<file path="config.mk">
export PLATFORM = sky130hd
export DESIGN_NAME = cam_4bit_word_flat
export DESIGN_NICKNAME = d
export VERILOG_FILES = /design/src/rtl/cam_4bit_word_pkg.sv /design/src/rtl/cam_4bit_word_if.sv /design/src/rtl/cam_4bit_word_bit_cell.sv /design/src/rtl/cam_4bit_word.sv /design/src/flat_wrapper.sv
export SDC_FILE = /design/constraint.sdc
export NUM_CORES = 1
export LEC_CHECK = 0
export CAP_MARGIN = 0
export CORE_AREA = 2 2 39 41
export CTS_BUF_LIST = sky130_fd_sc_hd__clkbuf_4
export CTS_CLUSTER_DIAMETER = 120
export CTS_CLUSTER_SIZE = 16
export DETAILED_ROUTE_END_ITERATION = 8
export DIE_AREA = 0 0 41 43
export REMOVE_ABC_BUFFERS = 1
export SLEW_MARGIN = 10
export SYNTH_ARGS = -nofsm -noshare
export SYNTH_HDL_FRONTEND = slang
export SYNTH_SLANG_ARGS = --single-unit
</file>
<file path="constraint.sdc">
create_clock -name clk -period 2.1 [get_ports clk]
set_input_delay 0.42 -clock clk [delete_from_list [all_inputs] [get_ports clk]]
set_output_delay 0.42 -clock clk [all_outputs]
set_load 0.005 [all_outputs]
</file>
<file path="src/rtl/cam_4bit_word_pkg.sv">
// Shared types and constants for the 4-bit CAM word and its bit cells.
package cam4_pkg;

  localparam int CAM_WIDTH = 4;

  typedef logic [CAM_WIDTH-1:0] cam_word_t;

  localparam cam_word_t CAM_RST_WORD = '0;

endpackage

</file>
<file path="src/rtl/cam_4bit_word_if.sv">
// Write/read/search signal bundle for one CAM word.
// The array side drives through "master"; the storage row uses "slave".
interface cam_4bit_word_if
  import cam4_pkg::*;
#(
  parameter int WIDTH = CAM_WIDTH
);

  logic             wlwr;
  logic [WIDTH-1:0] dl;
  logic [WIDTH-1:0] dlb;
  logic             rwl;
  logic [WIDTH-1:0] rbl;
  logic [WIDTH-1:0] camdata;
  logic             mismatch;
  logic             match;

  modport master (
    output wlwr, dl, dlb, rwl, camdata,
    input  rbl, mismatch, match
  );

  modport slave (
    input  wlwr, dl, dlb, rwl, camdata,
    output rbl, mismatch, match
  );

endinterface

</file>
<file path="src/rtl/cam_4bit_word_bit_cell.sv">
// One CAM bit cell: differentially qualified write, XOR compare against
// the search key, and an optional registered read port.
// Optional feature macro: CAM4_READ_PORT_EN (read flop built when defined).
module cam_bit_cell #(
  parameter logic RST_VAL = 1'b0
) (
  input  logic clk,
  input  logic rst,
  input  logic wlwr,
  input  logic dl,
  input  logic dlb,
  input  logic rwl,
  input  logic camdata,
  output logic rbl,
  output logic mismatch
);

  logic q;

  // Store the bit only when the data pair is differential; 00/11 leave the cell undriven.
  always_ff @(posedge clk) begin
    if (rst) begin
      q <= RST_VAL;
    end else if (wlwr && (dl != dlb)) begin
      q <= dl;
    end
  end

  assign mismatch = q ^ camdata;

`ifdef CAM4_READ_PORT_EN
  // Read flop samples the pre-write value, giving read-before-write.
  always_ff @(posedge clk) begin
    if (rst) begin
      rbl <= RST_VAL;
    end else if (rwl) begin
      rbl <= q;
    end
  end
`else
  logic unused_rwl;
  assign unused_rwl = rwl;
  assign rbl        = 1'b0;
`endif

endmodule

</file>
<file path="src/rtl/cam_4bit_word.sv">
// Single CAM storage word: WIDTH bit cells whose per-bit mismatches are
// OR-reduced into the word mismatch/match result.
// Optional feature macro: CAM4_READ_PORT_EN (registered rbl read port).
module cam_4bit_word
  import cam4_pkg::*;
#(
  parameter int WIDTH = CAM_WIDTH
) (
  input logic          clk,
  input logic          rst,
  cam_4bit_word_if.slave bus
);

  logic [WIDTH-1:0] bit_mismatch;

  for (genvar i = 0; i < WIDTH; i++) begin : g_cell
    cam_bit_cell #(
      .RST_VAL (CAM_RST_WORD[i])
    ) u_cell (
      .clk      (clk),
      .rst      (rst),
      .wlwr     (bus.wlwr),
      .dl       (bus.dl[i]),
      .dlb      (bus.dlb[i]),
      .rwl      (bus.rwl),
      .camdata  (bus.camdata[i]),
      .rbl      (bus.rbl[i]),
      .mismatch (bit_mismatch[i])
    );
  end

  assign bus.mismatch = |bit_mismatch;
  assign bus.match    = ~bus.mismatch;

endmodule

</file>
<file path="src/flat_wrapper.sv">
// flat-port wrapper written by rule: the top's interface ports become plain ports
module cam_4bit_word_flat import cam4_pkg::*;
#(
  parameter int WIDTH = CAM_WIDTH
)
  (clk, rst, bus_wlwr, bus_dl, bus_dlb, bus_rwl, bus_camdata, bus_rbl, bus_mismatch, bus_match);
  cam_4bit_word_if #(.WIDTH(WIDTH)) bus_i ();
  input logic clk;
  input logic rst;
  input wire logic [$bits(bus_i.wlwr)-1:0] bus_wlwr;
  input wire logic [$bits(bus_i.dl)-1:0] bus_dl;
  input wire logic [$bits(bus_i.dlb)-1:0] bus_dlb;
  input wire logic [$bits(bus_i.rwl)-1:0] bus_rwl;
  input wire logic [$bits(bus_i.camdata)-1:0] bus_camdata;
  output wire logic [$bits(bus_i.rbl)-1:0] bus_rbl;
  output wire logic [$bits(bus_i.mismatch)-1:0] bus_mismatch;
  output wire logic [$bits(bus_i.match)-1:0] bus_match;
  assign bus_i.wlwr = bus_wlwr;
  assign bus_i.dl = bus_dl;
  assign bus_i.dlb = bus_dlb;
  assign bus_i.rwl = bus_rwl;
  assign bus_i.camdata = bus_camdata;
  assign bus_rbl = bus_i.rbl;
  assign bus_mismatch = bus_i.mismatch;
  assign bus_match = bus_i.match;
  cam_4bit_word #(.WIDTH(WIDTH)) u_core (.clk(clk), .rst(rst), .bus(bus_i));
endmodule
</file>
==> results summary <==
The average via count per standard cell came out at about 3.7. Subtracting the final worst setup slack from the clock period gives around 2 ns. The unique cell type count in the Yosys netlist came out at 10. The final setup TNS came out at 0 ns. The global routing met3 resource utilization is between 4 and 5%.

The final count of hold timing violations came to 0. The number of diodes is 0. In the finished design, the share of the clock period the worst path needs comes to a little over 90%. The number of warnings issued by yosys came out at 0. Setup violations remaining at the end of the flow were counted as 0.

The data arrival at the endpoint of the critical path is 1.52 ns. The average wire per standard cell came out at 8.12 um. The routing usage on met2 came out at 10.3%. Hold timing on the final database bottoms out at a slack of between 0.4 and 0.5 ns.

STA classifies the critical path startpoint as an input port. The global-route met1 utilization is 9.06%. The signal on the critical path passes through clkdlybuf4s50_1, xnor2_1, and4_4, inv_1, dlygate4sd2_1.

The total CTS buffers came out at 3. The number of hold buffers added after cts is 0. The synthesized flop and latch total came out at 4. The global-route wire length before repair is around 890 um. The DRC violation count after routing came out at 0. Counting every sink on the clock net gives 4. The pin count of the biggest net entering global routing came out at 9.

The clock transition at the register clock pins on the worst setup and hold paths after CTS came out at around 0.04 ns. The number of global-route vias before repair came to 240. The register containing the most flip-flops in the final layout is u_core.g_cell.u_cell.q. The max-slew violation count is 0. The worst setup slack after layout came out at about 0.16 ns. The floorplan step set the die width to 41 um. The area of the core is about 1400 sq um. Once placement completed, the tool counted placed cells totaling 66. At the placement stage, the worst setup path has a slack of -0.0695 ns.

The post-route netlist has 7.55% of its cells at a drive strength greater than 1. The critical path is of the in -> out type. The run finished with clean final reports. Once layout is complete, the utilization of the core stands at 31.8%.

The required time of the critical path is around 1.7 ns. The boundary pin count came out at 22. The residual overflow from global routing is 0. The growth of design area from synthesis to finish came out at 70.0%. Dividing total power by cell area gives a power density of roughly 540 nW/um^2. The number of placement rows is 14. Along the worst path, the maximum fanout reaches 2. The die is 43 um tall. The count of vias placed by the detailed router came out at 256. The area of the die is about 1800 sq um. The maximum clock frequency is slightly above 0.5 GHz.

The root buffer cell is sky130_fd_sc_hd__clkbuf_4. In this design, the largest share of critical-path delay is due to buffers and inverters. After the first detailed-routing iteration, the DRC count stood at 1. Summing all placed instances gives a cell area of 420 sq um.

The flip-flop count of the largest register after layout is 4. The worst hold-check path type is reg -> reg. The endpoint type of the worst setup path is an output pin.

The number of routed nets with antenna violations came out at 0. The initial antenna violation count is 0. The clock skew after layout is 0 ns.

The starting utilization of the core area came out at 18.7%. The max-capacitance violation count came out at 0. The H-tree level count is 1. The number of I/O port buffers came out at 16. The number of nets in the layout came out at 71. The total routing resource utilization after global routing came out at 7.95%.

The power consumption came out at 236 uW. The average cell area after synthesis is around 7.4 sq um. In this run the most critical hold path is launched from u_core.g_cell[2].u_cell.q$_SDFFE_PP0P_. Summed over all layers, the routed wires come to 560 um. The worst-case IR drop observed on VDD is 0.000152 V. The CTS tree is built. The largest single stage delay on the critical path is 0.47 ns. Setup repair after global routing left no endpoint under its margin. The launching point of the worst reg2reg path is u_core.g_cell[0].u_cell.q$_SDFFE_PP0P_. Summing all non-filler instances in the final layout gives an area of around 440 sq um.

The buffering stage count on the worst path with inverters included is 3. Sequential elements use 30.9% of the synthesized area. The weighted congestion reported at the end of routability-driven placement came out at 0.635.

The largest registers in the layout are u_core.g_cell.u_cell.q: 4 flops. The buffer depth of the longest clock path came out at 2. The number of cells in the finished layout apart from fillers is 69. In this run the most used layer during global routing was met2. The clock insertion delay at the later pin of the skew report came out at 0.23 ns. The number of detailed-route iterations in the first pass came out at 2. The leakage power summed over all cells is 0.167 nW.

Among all stages on the critical path, the largest delay is contributed by sky130_fd_sc_hd__clkdlybuf4s50_1. The most critical setup path has its startpoint at bus_camdata[0]. The netlist area before placement came out at 259 sq um. The number of standard cells after synthesis is 35.
## power breakdown
part	total [mW]	switching (mW)	leakage, nW	internal, mW
clock	0.0935	0.0297	0.0138	0.0638
combinational	0.0562	0.0179	0.120	0.0383
sequential	0.0862	0.00461	0.0329	0.0816
total	0.236	0.0522	0.167	0.184
## layout make-up
cell class / instances / area (sq um)
Timing Repair Buffer: 16 / 158
Fill cell: 156 / 943
Inverter: 1 / 3.75
Tap cell: 16 / 20.0
Clock buffer: 3 / 22.5
Multi-Input combinational cell: 29 / 156
Sequential cell: 4 / 80.1
## path summary, 6_finish.rpt
check	slack (ns)	cells past startpoint	end
worst max-delay path	0.16	5	bus_mismatch
worst max register to register	1.44	2	u_core.g_cell[0].u_cell.q$_SDFFE_PP0P_
worst min register to register	0.48	2	u_core.g_cell[2].u_cell.q$_SDFFE_PP0P_
worst min-delay path	0.48	2	u_core.g_cell[2].u_cell.q$_SDFFE_PP0P_
## layout by cell type (no fill, tap or decap), drive strengths merged
cell,n
a21oi,4
inv,1
and4,1
dlygate4sd2,2
nand2,8
clkbuf,3
dfxtp,4
conb,4
o21ai,4
nor2b,4
xnor2,4
clkdlybuf4s50,14
## per-layer routing
metal | part of all wire [%] | vias to the layer above
met4 | 0 | 0
met2 | 41 | 16
met3 | 13 | 0
met5 | 0 | -
met1 | 46 | 97
li1 | - | 143
## synthesized netlist by cell type
master | number | area (sq um)
sky130_fd_sc_hd__nand2_1 | 8 | 30.0
sky130_fd_sc_hd__a21oi_1 | 4 | 20.0
sky130_fd_sc_hd__buf_4 | 4 | 30.0
sky130_fd_sc_hd__dfxtp_1 | 4 | 80.1
sky130_fd_sc_hd__nor2b_1 | 4 | 25.0
sky130_fd_sc_hd__o21ai_1 | 4 | 20.0
sky130_fd_sc_hd__xnor2_1 | 4 | 35.0
sky130_fd_sc_hd__and4_4 | 1 | 11.3
sky130_fd_sc_hd__conb_1 | 1 | 3.75
sky130_fd_sc_hd__inv_1 | 1 | 3.75
## what timing repair did
item	CTS	global route
setup endpoints to repair	2	0
setup buffers	0	0
gates resized for setup	2	0
## tightest hold or removal path, stage by stage (launching register included)
cell and delay [ns]:
sky130_fd_sc_hd__dfxtp_1 0.32, sky130_fd_sc_hd__nand2_1 0.06, sky130_fd_sc_hd__a21oi_1 0.05
## kinds of logic (layout without fill, tap and decap cells)
group | after synthesis | after routing | share of synthesized area [%]
simple gates | 13 | 13 | 25.6
xor+xnor | 4 | 4 | 13.5
compound gates | 8 | 8 | 15.5
buf+inv | 5 | 20 | 13.0
other cells | 1 | 4 | 1.45
flops | 4 | 4 | 30.9
Note: power is estimated with default switching activity, not from simulation.
